`src/rtl/demux_pkg.sv`:
```
// Shared encodings for the demux scheduler family: holding-stage state and
// destination-select modes.
package demux_pkg;

    typedef enum logic [0:0] {
        ST_EMPTY = 1'b0,
        ST_FULL  = 1'b1
    } state_e;

    localparam logic MODE_SEL = 1'b0;
    localparam logic MODE_RR  = 1'b1;

endpackage

```
`src/rtl/demux_rr_ptr.sv`:
```
// Modulo-N_OUT round-robin pointer with synchronous clear (priority over
// increment) and asynchronous active-low reset.
module demux_rr_ptr #(
    parameter  int N_OUT = 4,
    localparam int SEL_W = $clog2(N_OUT)
) (
    input  logic             clk,
    input  logic             rst_n,
    input  logic             clr,
    input  logic             inc,
    output logic [SEL_W-1:0] ptr
);

    logic [SEL_W-1:0] ptr_q;
    logic [SEL_W-1:0] ptr_d;

    // N_OUT is a power of two, so the natural binary wrap is the modulo.
    always_comb begin
        ptr_d = ptr_q;
        if (clr) begin
            ptr_d = '0;
        end else if (inc) begin
            ptr_d = ptr_q + SEL_W'(1);
        end else begin
            ptr_d = ptr_q;
        end
    end

    // Pointer register.
    always_ff @(posedge clk or negedge rst_n) begin
        if (!rst_n) begin
            ptr_q <= '0;
        end else begin
            ptr_q <= ptr_d;
        end
    end

    assign ptr = ptr_q;

endmodule

```
`src/rtl/demux_1ton_sched.sv`:
```
// 1-to-N demultiplexer scheduler: single-entry holding register routing each
// accepted word to one channel chosen by explicit select or round-robin.
module demux_1ton_sched
    import demux_pkg::*;
#(
    parameter  int DATA_W = 8,
    parameter  int N_OUT  = 4,
    localparam int SEL_W  = $clog2(N_OUT)
) (
    input  logic              clk,
    input  logic              rst_n,
    input  logic              flush,
    input  logic              mode,
    input  logic              in_valid,
    output logic              in_ready,
    input  logic [DATA_W-1:0] in_data,
    input  logic [SEL_W-1:0]  in_sel,
    output logic [N_OUT-1:0]  out_valid,
    input  logic [N_OUT-1:0]  out_ready,
    output logic [DATA_W-1:0] out_data,
    output logic [SEL_W-1:0]  cur_ch,
    output logic [SEL_W-1:0]  rr_ptr
);

    state_e            state_q;
    state_e            state_d;
    logic [DATA_W-1:0] data_q;
    logic [DATA_W-1:0] data_d;
    logic [SEL_W-1:0]  ch_q;
    logic [SEL_W-1:0]  ch_d;
    logic              cur_ready_s;
    logic              accept_s;
    logic              deliver_s;
    logic              rr_inc_s;

    // Only the addressed consumer's ready matters; other bits are ignored.
    assign cur_ready_s = out_ready[ch_q];
    assign in_ready    = rst_n & ~flush & ((state_q == ST_EMPTY) | cur_ready_s);
    assign accept_s    = in_valid & in_ready;
    assign deliver_s   = (state_q == ST_FULL) & cur_ready_s;
    assign rr_inc_s    = accept_s & (mode == MODE_RR);

    demux_rr_ptr #(
        .N_OUT (N_OUT)
    ) u_rr_ptr (
        .clk   (clk),
        .rst_n (rst_n),
        .clr   (flush),
        .inc   (rr_inc_s),
        .ptr   (rr_ptr)
    );

    // State register.
    always_ff @(posedge clk or negedge rst_n) begin
        if (!rst_n) begin
            state_q <= ST_EMPTY;
        end else begin
            state_q <= state_d;
        end
    end

    // Next state: an accept on a delivering edge keeps the stage full.
    always_comb begin
        state_d = state_q;
        if (flush) begin
            state_d = ST_EMPTY;
        end else if (accept_s) begin
            state_d = ST_FULL;
        end else if (deliver_s) begin
            state_d = ST_EMPTY;
        end else begin
            state_d = state_q;
        end
    end

    // Holding-register load; mode is only sampled here.
    always_comb begin
        data_d = data_q;
        ch_d   = ch_q;
        if (accept_s) begin
            data_d = in_data;
            ch_d   = (mode == MODE_RR) ? rr_ptr : in_sel;
        end else begin
            data_d = data_q;
            ch_d   = ch_q;
        end
    end

    // Holding register.
    always_ff @(posedge clk or negedge rst_n) begin
        if (!rst_n) begin
            data_q <= '0;
            ch_q   <= '0;
        end else begin
            data_q <= data_d;
            ch_q   <= ch_d;
        end
    end

    // One-hot valid decode from registered state and channel.
    always_comb begin
        out_valid = '0;
        case (state_q)
            ST_FULL:  out_valid[ch_q] = 1'b1;
            ST_EMPTY: out_valid = '0;
            default:  out_valid = '0;
        endcase
    end

    assign out_data = data_q;
    assign cur_ch   = ch_q;

endmodule
```
`config.mk`:
```
export PLATFORM = sky130hd
export DESIGN_NAME = demux_1ton_sched
export DESIGN_NICKNAME = d
export VERILOG_FILES = /design/src/rtl/demux_pkg.sv /design/src/rtl/demux_rr_ptr.sv /design/src/rtl/demux_1ton_sched.sv
export SDC_FILE = /design/constraint.sdc
export NUM_CORES = 1
export LEC_CHECK = 0
export CAP_MARGIN = 0
export CORE_MARGIN = 3
export CORE_UTILIZATION = 30
export DETAILED_ROUTE_END_ITERATION = 8
export PLACE_DENSITY = 0.76
export SLEW_MARGIN = 20
export SYNTH_ARGS = -nofsm -noshare
export SYNTH_HDL_FRONTEND = slang
export SYNTH_SLANG_ARGS = --single-unit
```
`constraint.sdc`:
```
create_clock -name clk -period 4 [get_ports clk]
set_clock_uncertainty 0.2 [all_clocks]
set_input_delay 0.6 -clock clk [delete_from_list [all_inputs] [get_ports clk]]
set_output_delay 0.6 -clock clk [all_outputs]
set_load 0.02 [all_outputs]
```
==> results by group <==
Detailed routing
  – Drt first pass iters: 4
  – Antenna-violating nets left: 0
  – WL per Instance: roughly 12 um
  – First DRT Iteration DRCs: 8
  – Routed vias: 550
  – Vias per std cell: 4.74
  – DRC violations left: 0
  – Routed WL: 1430 um

Placed design
  – Pre-CTS setup slack: ~1.0 ns
  – Global placement routability congestion: around 0.76
  – Detail Placement HPWL: 1150 um
  – Placed Cells: 112
  – I/O Buffers: 35

Clock tree
  – CTS resizes: 0
  – Post-CTS Setup Bufs: 0
  – Hold_buf cts: 0
  – Clk Latency, worst-skew pair: 0.27 ns
  – CTS max path bufs: 2
  – Worst-path clk slew: 0.08 ns
  – CTS Buf Count: 3
  – CTS Sinks: 13
  – Root Driver: clkbuf_4
  – CTS tree: built
  – H-tree depth: 1

Power and ir drop
  – Pwr Density: 368 mW/mm^2
  – Final total power: 0.000397 W
  – Max VDD drop: 0.243 mV
  – P_leak: 0.439 nW

Finish
  – Ratio of cells with drive above 1 in the final layout: ~26%
  – Layout area overhead: 61.5%
  – Fillcell total: 198
  – N_diodes: 0
  – Final #Nets: 109
  – Fin cells: 116

Timing
  – Achievable clock frequency: 0.334 GHz
  – Unrepaired setup endpoints after global routing: no
  – Rel. slew slack: 62.7%
  – Smallest setup slack after layout: 1.01 ns
  – Final Hold Viols: 0
  – Final Cycle Share: 74.9%
  – Final hold slack: 0.312 ns
  – Slew @ Worst Pin: 0.560 ns
  – Slew Limit Fails: 0
  – Min Tclk post-route: 2.99 ns
  – Final setup TNS: 0 ns
  – Setup-failing EPs final: 0

Critical path
  – Crit path launch: out_ready[3]
  – CP Class: in -> out
  – Crit end category: output port
  – Crit path DAT: 2.19 ns
  – Worst-path fanout max: 5
  – Worst Reg-to-Reg Cells: 3
  – RR Startpoint: cur_ch[0]$_DFFE_PN0P_
  – CP required: between 3 and 4 ns
  – Crit start category: input port

Synthesis
  – Synth warn: 0
  – Ys async rst share: 100%
  – Most frequent cell after synthesis: mux2_2
  – Post-synthesis sequential area ratio: between 40% and 50%
  – Average size of a mapped cell: 13.1 um^2
  – Syn_nets: 70
  – Largest area contributor in the netlist: dfrtp_1
  – EDFF count, synth: 0
  – Synth top area share: 48.8%
  – Post-synthesis cell count: 51
  – Flops & latches, synth: 13
  – Synth area leaders: dfrtp_1 (49%), mux2_2 (24%), a221oi_4 (3.9%), a221oi_1 (3.9%), mux2i_1 (3.0%)
  – Cell variety after synth: 17
  – Commonest cells in the netlist: mux2_2 (14), dfrtp_1 (13), a221oi_1 (3), nor2_1 (3), nor2b_1 (3)
  – Ys flop type: dfrtp_1
  – Post-Synthesis Cell Area: 667 um^2

Floorplanning
  – Initial core utilization: 32.7%
  – Die area: 0.00282 mm^2
  – IO Count: 36
  – Die width: around 53 um
  – Rows: 16
  – Die H: 53.2 um
  – Floorplan core area: approximately 0.0020 mm^2

Global route
  – Total gr overflow: 0
  – Largest net degree at the start of global routing: 18
  – Total track usage: 11.4%
  – Vias in the first global route: 586
  – First-pass GRT wire length: 2370 um
  – Initial antenna violation count: 0

Flow run
  – Total of max-cap violations: 0

Worst hold path
  – Classification of the worst-slack hold path: reg -> reg
  – Startpoint of the worst hold path: out_data[6]$_DFFE_PN0P_
  – Depth of the worst hold-timing path: 1

Status
  – Outcome: finished clean
-- report_power, final --
| part | leakage, nW | total [W] | internal, W | switching [W] |
|---|---|---|---|---|
| sequential | 0.161 | 0.000171 | 0.000154 | 0.0000167 |
| combinational | 0.262 | 0.000149 | 0.0000838 | 0.0000649 |
| clock | 0.0150 | 0.0000771 | 0.0000385 | 0.0000386 |
-- path summary, 6_finish.rpt --
path                                                to  slack (ns)
hold reg to reg                out_data[6]$_DFFE_PN0P_        0.31
setup reg to reg               out_data[0]$_DFFE_PN0P_        1.96
setup / recovery                              in_ready        1.01
max in group asynchronous      out_data[0]$_DFFE_PN0P_        2.93
min in group asynchronous  u_rr_ptr.ptr[0]$_DFFE_PN0P_        0.49
hold / removal                 out_data[6]$_DFFE_PN0P_        0.31
-- cell type report --
cell class                 count  area (um^2)  share of cell area, %
timing repair buffer          36          358                   33.2
multi-input combinational     36          334                   31.0
sequential                    13          325                   30.2
tap                           27         33.8                   3.14
clock buffer                   4         26.3                   2.44
-- metrics by stage --
step	instance area (um^2)	util, %
final	1080	52.8
after global routing	1080	52.8
after CTS	1080	52.8
after detailed placement	1050	51.5
after global placement	1050	51.5
after floorplan	667	-
-- critical path, stage by stage --
cell	delay (ns)
clkdlybuf4s50_1	0.46
mux2i_1	0.17
a221oi_1	0.32
clkdlybuf4s50_1	0.65
-- kinds of logic after synthesis --
kind of cell           share of synthesized area (%)
and+or+nand+nor                                 14.1
AOI/OAI and AO/OA                               9.38
buffers and inverters                           1.13
muxes                                           26.6
DFF                                             48.8
-- cells in the final DEF (no fill, tap or decap), drive strengths merged --
| cell type | Yosys | layout |
|---|---|---|
| nor2b | 3 | 3 |
| and3 | 1 | 1 |
| nor2 | 3 | 3 |
| nand3b | 1 | 1 |
| and2 | 2 | 2 |
| nand3 | 1 | 1 |
| a222oi | 1 | 1 |
| clkbuf | 2 | 4 |
| dfrtp | 13 | 13 |
| clkdlybuf4s50 | 0 | 35 |
| mux2 | 14 | 14 |
| a221oi | 4 | 4 |
| nand4 | 1 | 1 |
| nand2b | 1 | 1 |
| and2b | 2 | 2 |
| buf | 0 | 1 |
| mux2i | 2 | 2 |
-- routing by layer --
| layer | wire length [um] | share of wire (%) | global-route usage (%) | vias up |
|---|---|---|---|---|
| met5 | 0 | 0 | 0 | - |
| met4 | 0 | 0 | 3.83 | 0 |
| met3 | 188 | 13 | 4.79 | 0 |
| met2 | 651 | 45 | 17.8 | 28 |
| met1 | 591 | 41 | 14.0 | 254 |
| li1 | - | - | - | 268 |
-- flip-flops by register name (all words and copies together) (netlist names) --
name,flops
cur_ch,2
out_data,8
state_q,1
u_rr_ptr.ptr,2
No activity file was read; power rests on OpenSTA's default activity.
